==> config.mk <==
export PLATFORM = sky130hd
export DESIGN_NAME = mem_bus_ctrl
export DESIGN_NICKNAME = d
export VERILOG_FILES = /design/src/rtl/mem_bus_ctrl.sv
export SDC_FILE = /design/constraint.sdc
export NUM_CORES = 1
export LEC_CHECK = 0
export BUFFER_PORTS_ARGS = -buffer_cell sky130_fd_sc_hd__buf_2
export CAP_MARGIN = 30
export CORE_UTILIZATION = 35
export CTS_CLUSTER_DIAMETER = 150
export DETAILED_ROUTE_END_ITERATION = 10
export GPL_ROUTABILITY_DRIVEN = 1
export REMOVE_ABC_BUFFERS = 1
export SLEW_MARGIN = 20
export SYNTH_ARGS = -nofsm -noshare
export SYNTH_HDL_FRONTEND = slang
export SYNTH_SLANG_ARGS = --single-unit
==> constraint.sdc <==
create_clock -name clk -period 2.5 [get_ports clk]
set_input_delay 0.125 -clock clk [delete_from_list [all_inputs] [get_ports clk]]
set_output_delay 0.125 -clock clk [all_outputs]
set_load 0.03 [all_outputs]
==> src/rtl/mem_bus_ctrl.sv <==
// Memory bus controller: CPU address decode, bootrom unmap register and OAM DMA engine.
// While a DMA transfer runs the engine owns the shared bus and the CPU is stalled.
module mem_bus_ctrl #(
    parameter int unsigned DMA_LEN  = 160,
    parameter logic [7:0]  OPEN_BUS = 8'hFF
) (
    input  logic        clk,
    input  logic        rst,
    input  logic [15:0] cpu_addr,
    input  logic [7:0]  cpu_wdata,
    input  logic        cpu_rd,
    input  logic        cpu_wr,
    output logic [7:0]  cpu_rdata,
    output logic        cpu_stall,
    output logic [15:0] mem_addr,
    output logic [7:0]  mem_wdata,
    output logic        rom_cs,
    output logic        wram_cs,
    output logic        wram_we,
    output logic        oam_cs,
    output logic        oam_we,
    input  logic [7:0]  rom_rdata,
    input  logic [7:0]  wram_rdata,
    input  logic [7:0]  oam_rdata,
    output logic        boot_mapped,
    output logic        dma_busy
);

    typedef enum logic [1:0] {IDLE, RD, WR} state_t;
    typedef enum logic [2:0] {SEL_NONE, SEL_ROM, SEL_WRAM, SEL_OAM, SEL_DMA, SEL_BOOT} sel_t;

    state_t      state, state_d;
    sel_t        sel_q, sel_d;
    logic [7:0]  count;
    logic [7:0]  dma_src;
    logic [7:0]  dev_rdata;

    logic cpu_in_rom, cpu_in_wram, cpu_in_oam, cpu_in_dma, cpu_in_boot;
    logic src_rom, src_wram, dma_start, last_byte;

    assign cpu_in_rom  = (cpu_addr[15:8] == 8'h00) && boot_mapped;
    assign cpu_in_wram = (cpu_addr >= 16'hC000) && (cpu_addr <= 16'hFDFF);
    assign cpu_in_oam  = (cpu_addr >= 16'hFE00) && (cpu_addr <= 16'hFE9F);
    assign cpu_in_dma  = (cpu_addr == 16'hFF46);
    assign cpu_in_boot = (cpu_addr == 16'hFF50);

    // DMA source decode treats OAM and I/O as unmapped so such pages copy open-bus bytes.
    assign src_rom   = (dma_src == 8'h00) && boot_mapped;
    assign src_wram  = (dma_src >= 8'hC0) && (dma_src <= 8'hFD);
    assign dma_start = (state == IDLE) && cpu_wr && cpu_in_dma;
    assign last_byte = (count == 8'(DMA_LEN - 1));

    always_ff @(posedge clk or negedge rst) begin
        if (!rst) state <= IDLE;
        else      state <= state_d;
    end

    always_comb begin
        state_d = state;
        case (state)
            IDLE:    if (dma_start) state_d = RD;
            RD:      state_d = WR;
            WR:      state_d = last_byte ? IDLE : RD;
            default: state_d = IDLE;
        endcase
    end

    always_comb begin
        mem_addr  = '0;
        mem_wdata = '0;
        rom_cs    = 1'b0;
        wram_cs   = 1'b0;
        wram_we   = 1'b0;
        oam_cs    = 1'b0;
        oam_we    = 1'b0;
        dma_busy  = (state != IDLE);
        cpu_stall = (state != IDLE);
        if (rst) begin
            case (state)
                IDLE: begin
                    if (cpu_rd || cpu_wr) mem_addr = cpu_addr;
                    if (cpu_wr)           mem_wdata = cpu_wdata;
                    rom_cs  = cpu_in_rom && cpu_rd && !cpu_wr;
                    wram_cs = cpu_in_wram && (cpu_rd || cpu_wr);
                    wram_we = cpu_in_wram && cpu_wr;
                    oam_cs  = cpu_in_oam && (cpu_rd || cpu_wr);
                    oam_we  = cpu_in_oam && cpu_wr;
                end
                RD: begin
                    mem_addr = {dma_src, count};
                    rom_cs   = src_rom;
                    wram_cs  = src_wram;
                end
                WR: begin
                    mem_addr  = 16'hFE00 + {8'h00, count};
                    mem_wdata = dev_rdata;
                    oam_cs    = 1'b1;
                    oam_we    = 1'b1;
                end
                default: ;
            endcase
        end
    end

    // One select register serves both the CPU read return and the DMA fetch.
    always_comb begin
        sel_d = SEL_NONE;
        case (state)
            IDLE: begin
                if (cpu_rd) begin
                    if (cpu_in_rom)       sel_d = SEL_ROM;
                    else if (cpu_in_wram) sel_d = SEL_WRAM;
                    else if (cpu_in_oam)  sel_d = SEL_OAM;
                    else if (cpu_in_dma)  sel_d = SEL_DMA;
                    else if (cpu_in_boot) sel_d = SEL_BOOT;
                end
            end
            RD: begin
                if (src_rom)       sel_d = SEL_ROM;
                else if (src_wram) sel_d = SEL_WRAM;
            end
            default: ;
        endcase
    end

    always_comb begin
        case (sel_q)
            SEL_ROM:  dev_rdata = rom_rdata;
            SEL_WRAM: dev_rdata = wram_rdata;
            SEL_OAM:  dev_rdata = oam_rdata;
            SEL_DMA:  dev_rdata = dma_src;
            SEL_BOOT: dev_rdata = {7'h7F, ~boot_mapped};
            default:  dev_rdata = OPEN_BUS;
        endcase
        cpu_rdata = (state == IDLE) ? dev_rdata : OPEN_BUS;
    end

    always_ff @(posedge clk or negedge rst) begin
        if (!rst) begin
            sel_q       <= SEL_NONE;
            count       <= '0;
            dma_src     <= '0;
            boot_mapped <= 1'b1;
        end else begin
            sel_q <= sel_d;
            if (dma_start) begin
                dma_src <= cpu_wdata;
                count   <= '0;
            end else if (state == WR) begin
                count <= count + 8'd1;
            end
            if ((state == IDLE) && cpu_wr && cpu_in_boot && (cpu_wdata != 8'h00))
                boot_mapped <= 1'b0;
        end
    end

endmodule
==> results of run 1 <==
==> timing repair <==
item	CTS	global route
hold buffers	1	0
resized for setup	0	0
hold endpoints to repair	21	0
==> worst max path at each step <==
stage               slack [ns]            to
floorplan                 0.07    dma_src[0]
global placement          0.50        rom_cs
detailed placement        0.48        rom_cs
CTS                       0.31        rom_cs
global route              0.13  mem_addr[11]
finish                    0.30       wram_we
==> power by group <==
part | internal, uW | switching [uW]
clock | 214 | 125
sequential | 356 | 0
combinational | 66.9 | 98.6
==> state kept, by name, indices dropped and copies added, names as in the netlist <==
signal and flops:
boot_mapped 1, state 2, dma_src 8, count 8, sel_q 3
==> placed cells by master, fill, tap and decap left out, types with 3 or more instances in the layout <==
cell       n
buf_2     91
nand2_1   39
o21ai_0   24
dfrtp_1   21
and2_1    15
mux2_2    15
a21oi_1   14
nor2_1    14
nor2b_1   13
buf_4     11
a22oi_1    9
o22a_1     7
o22ai_1    7
nand2b_1   5
nand4_1    5
nand3_1    4
nor4_1     4
xor2_1     4
or2_2      3
nand3b_1   3
inv_1      3
xnor2_1    3
clkbuf_8   3
==> logic make-up (layout without fill, tap and decap cells) <==
group,Yosys count,in the layout
multiplexers,16,16
XOR/XNOR,7,7
AND/OR/NAND/NOR,120,120
adder cells (fa/ha/maj),1,1
buffers and inverters,22,110
AO/OA/AOI/OAI,72,72
flip-flops,22,22
==> worst register-to-register path: stages, from the launching register on <==
cell and delay [ns]:
dfrtp_1 0.53, nor2_1 0.19, nand2_1 0.15, nor4_4 0.33, buf_4 0.23, mux2_2 0.35
==> per-stage QoR <==
| step | hold WS, ns | worst slack (ns) | instance area [um^2] |
|---|---|---|---|
| 2_1_floorplan | -0.1706 | 0.07495 | 1914 |
| 6_report | 0.1146 | 0.2999 | 2624 |
| 3_3_place_gp | 0.1115 | 0.4966 | 2542 |
| 3_5_place_dp | 0.1107 | 0.4809 | 2542 |
| 4_1_cts | 0.1112 | 0.3132 | 2624 |
| 5_1_grt | 0.1066 | 0.1337 | 2624 |
==> layout make-up <==
cell class	count	share of cell area [%]
Multi-Input combinational cell	216	51.50
Sequential cell	22	21.03
Timing Repair Buffer	103	20.89
Tap cell	72	3.433
Clock buffer	3	1.574
Clock inverter	1	1.144
Inverter	3	0.4292
==> metal layers <==
layer | wire, um | GRT usage (%) | vias up
met5 | 0 | 0 | -
met4 | 49 | 3.019 | 0
met3 | 422 | 3.765 | 4
met2 | 2925 | 33.54 | 77
met1 | 3026 | 32.15 | 1056
li1 | - | - | 1114
==> impl_metrics.csv, run 1 <==
group,metric,value,unit
sta,tightest_slew,0.4692,ns
cts,cts_sinks,22,
cts,post_cts_buffers,0,
drt,post_drt_wl_per_cell,15.29,um
flow_run,cap_viol_max_count,0,
power,p_leak,0.001195,uW
finish,antenna_cells,0,
yosys,synth_common_cells,"39 x nand2_1, 24 x o21ai_0, 21 x dfrtp_1",
setup_path,crit_required,2.38,ns
global_route,grt_pass1_wl,10.50,mm
global_route,overflow,0,
setup_path,r2r-end,"dma_src[0]",
die,io_pins,92,
setup_path,r2r_start,"state[0]",
die,die_h,77.87,um
power,power,859.8,uW
setup_path,r2r_setup_slack,0.62,ns
setup_path,criticalPathCategory,"reg2out",
setup_path,crit_path_top_delay_cell,"dfrtp_1",
yosys,ys_types,49,
cts,clock_latency,0.27,ns
sta,rsz0062_at_grt,"false",
setup_path,cp_top_family,"simple AND/OR/NAND/NOR gates",
yosys,yosysMostFrequentCell,"nand2_1",
drt,drc,0,
cts,cts_tree,"yes",
yosys,seq_area_frac_synth,27.39,%
worst_hold_path,whs_endpoint,"dma_src[6]",
worst_hold_path,min_from,"cpu_wdata[6]",
yosys,synth_area,2014,um^2
sta,finalCritPeriodShare,88.01,%
finish,multiInputGateArea,1351,um^2
finish,instances_no_fill,420,
cts,cts-root-buf,"clkbuf_8",
setup_path,arrival,2.08,ns
yosys,synthFlopType,"dfrtp_1",
setup_path,crit_buf_inv,2,
yosys,postSynthCellCount,260,
placement,gp_congestion,0.8690,
yosys,synth_top_family_by_area,"simple AND/OR/NAND/NOR gates",
sta,finClkSkew,0.001470,ns
yosys,synthXorXnorAreaFrac,3.043,%
drt,firstDrtPassIters,4,
finish,drive_gt1_share,36.21,%
power,power_density,327.7,nW/um^2
finish,final_core_util,47.36,%
run_status,status,"finished clean",
drt,drtAntennaViolNets,0,
power,ir_worst_vdd,0.0002936,V
setup_path,path_max_fanout,14,
drt,first_iter_violations,133,
setup_path,start_kind,"flop",
yosys,avgSynthCellArea,7.748,um^2
yosys,synth_top_cell_area_share,26.09,%
global_route,grt_max_degree,28,
global_route,antenna_found_initial,0,
yosys,synthMuxAreaShare,8.882,%
yosys,async_reset_ff_share,100.0,%
sta,slew_headroom,68.66,%
placement,post-place-cells,415,
cts,numCtsBuffers,3,
sta,maxSlewViolCount,0,
sta,fmax,454.5,MHz
cts,htree_levels,1,
yosys,ys_ff_latch,22,
drt,wirelength,6.423,mm
setup_path,reg2reg_depth,5,
yosys,ys_warn_count,0,
sta,tns,0,ns
yosys,yosys.area_share.simple,32.05,%
finish,layout.nets,402,
worst_hold_path,worst_hold_path.num_cells,2,
setup_path,path_cells,"nor2_1, buf_4, and3_1, and4_1, buf_2",
finish,areaGrowthSynthToFinish,30.25,%
finish,ff_latch_area,551.8,um^2
setup_path,endpoint_kind,"output port",
sta,post-route-min-period,2.200,ns
global_route,grt_use_total,21.78,%
finish,nFillCells,606,
cts,clkTransAtPathRegs,0.08,ns
setup_path,slowest_delay,0.53,ns
die,die-area,6063,um^2
worst_hold_path,hold_class,"in2reg",
die,die_w,77.87,um
drt,via_per_inst,5.360,
sta,final-setup-viol-count,0,
yosys,synth_adder_area_share,0.6211,%
yosys,synth_compound_area_share,22.48,%
drt,dr_total_vias,2251,
setup_path,crit_cells,5,
yosys,yosys.area.top_type,"dfrtp_1",
placement,detailed_place_hpwl,5.032,mm
cts,clock_path_buffers,2,
die,fp.coreArea,5540,um^2
die,rows,27,
die,initial_core_util,36.36,%
yosys,synth_edf_count,0,
global_route,grt_pass1_vias,2088,
placement,port_buffers,91,
sta,finalHoldViolations,0,
setup_path,startpoint,"state[0]",
yosys,synth.area.top_cells,"dfrtp_1 26%, mux2_2 8.4%, nand2_1 7.3%",
Power figures use the tool's default switching activity.
==> inputs of run 2 (changes only) <==
PLACE_DENSITY = 0.67   (was not set)
==> impl_metrics.csv, run 2 (synthesis results as in run 1) <==
group,metric,value,unit
global_route,grt_max_degree,22,
die,io_pins,92,
flow_run,cap_viol_max_count,0,
setup_path,path_cells,"inv_1, nor4_1, or3b_1, a21oi_1, buf_2",
cts,cts_sinks,22,
placement,port_buffers,91,
setup_path,crit_path_top_delay_cell,"dfstp_2",
cts,clock_path_buffers,2,
finish,final_core_util,46.93,%
setup_path,path_max_fanout,3,
cts,htree_levels,1,
cts,numCtsBuffers,3,
finish,antenna_cells,0,
global_route,antenna_found_initial,0,
sta,finClkSkew,0.003652,ns
finish,drive_gt1_share,36.02,%
placement,gp_congestion,0.9283,
sta,finalCritPeriodShare,87.51,%
setup_path,slowest_delay,0.55,ns
cts,cts_tree,"yes",
global_route,grt_pass1_wl,10.58,mm
cts,clock_latency,0.27,ns
die,initial_core_util,36.36,%
setup_path,endpoint_kind,"output port",
power,power_density,301.6,nW/um^2
drt,first_iter_violations,185,
power,ir_worst_vdd,0.0001788,V
sta,maxSlewViolCount,0,
placement,post-place-cells,414,
finish,nFillCells,592,
placement,pre_cts_ws,0.4914,ns
power,p_leak,0.001183,uW
cts,ctsHoldBuffers,1,
die,die-area,6063,um^2
sta,final-setup-viol-count,0,
die,fp.coreArea,5540,um^2
drt,dr_total_vias,2297,
drt,firstDrtPassIters,5,
drt,via_per_inst,5.482,
sta,tightest_slew,0.7688,ns
setup_path,r2r-end,"dma_src[1]",
setup_path,criticalPathCategory,"reg2out",
sta,fmax,457.1,MHz
setup_path,r2r_start,"state[1]",
worst_hold_path,whs_endpoint,"dma_src[5]",
cts,post_cts_buffers,0,
drt,drtAntennaViolNets,0,
global_route,grt_use_total,22.04,%
setup_path,r2r_setup_slack,0.59,ns
sta,fin_ws,0.3123,ns
sta,whs,0.1215,ns
die,rows,27,
finish,layout_commonest_cell,"buf_2",
die,die_w,77.87,um
sta,slew_headroom,48.02,%
worst_hold_path,worst_hold_path.num_cells,2,
setup_path,crit_required,2.38,ns
cts,cts-root-buf,"clkbuf_8",
drt,wirelength,6.461,mm
sta,tns,0,ns
worst_hold_path,hold_class,"in2reg",
global_route,grt_pass1_vias,2145,
global_route,overflow,0,
placement,detailed_place_hpwl,5.167,mm
sta,rsz0062_at_grt,"false",
sta,finalHoldViolations,0,
run_status,status,"finished clean",
drt,post_drt_wl_per_cell,15.42,um
sta,post-route-min-period,2.188,ns
setup_path,start_kind,"flop",
die,die_h,77.87,um
finish,reg.largest.list,"count x8, dma_src x8, sel_q x3",
finish,instances_no_fill,419,
setup_path,arrival,2.06,ns
finish,layout.nets,401,
finish,areaGrowthSynthToFinish,29.07,%
finish,mostFrequentLayoutCells,"91 x buf_2, 39 x nand2_1, 24 x o21ai_0, 21 x dfrtp_1",
drt,drc,0,
cts,cts_resized,0,
worst_hold_path,min_from,"cpu_wdata[5]",
setup_path,reg2reg_depth,5,
cts,clkTransAtPathRegs,0.08,ns
[run 2: changes by cell type in the layout (fill, tap and decap cells not counted), sizes merged]
cell,before,now
buf,102,101
bufinv,1,0
clkbuf,3,4
[run 2: per-layer routing]
layer | vias up | GRT usage (%) | routed length [um]
met5 | - | 0 | 0
met4 | 0 | 8.302 | 147
met3 | 11 | 2.941 | 441
met2 | 84 | 34.87 | 2967
met1 | 1091 | 30.28 | 2905
li1 | 1111 | - | -
[run 2: worst max-delay path: cells and delay by family (launching register included)]
| family | cells | cell delay, ns |
|---|---|---|
| AND/OR/NAND/NOR | 2 | 0.81 |
| flip-flops | 1 | 0.55 |
| buffers and inverters | 2 | 0.30 |
| AO/OA/AOI/OAI | 1 | 0.14 |
[run 2: worst max path at each step]
stage	from	end	slack, ns	cells after the start
floorplan	state[0]	dma_src[0]	0.07	4
global placement	cpu_addr[11]	rom_cs	0.50	6
detailed placement	cpu_addr[11]	rom_cs	0.49	6
CTS	boot_mapped	rom_cs	0.33	5
global route	boot_mapped	rom_cs	0.22	5
finish	boot_mapped	rom_cs	0.31	5
[run 2: final cells by class]
class / count / area (um^2) / share of cell area [%]
inverters: 3 / 11.26 / 0.4331
clock buffers: 4 / 55.05 / 2.117
well taps: 72 / 90.09 / 3.465
repair buffers: 102 / 540.5 / 20.79
multi-input cells: 216 / 1351 / 51.97
flip-flops and latches: 22 / 551.8 / 21.22
[run 2: through the flow]
step	instance area (um^2)	total power, uW
after global placement	2535	525.6
after floorplan	1914	439.0
final	2600	784.2
after detailed placement	2535	526.8
after global routing	2600	817.1
after CTS	2600	787.4
[run 2: where the power goes]
part | switching (uW) | internal (uW) | total [uW] | leakage, uW
registers | 0 | 356 | 356 | 0.000281
logic | 99.8 | 66.8 | 167 | 0.000873
clock network | 121 | 141 | 262 | 0.0000288
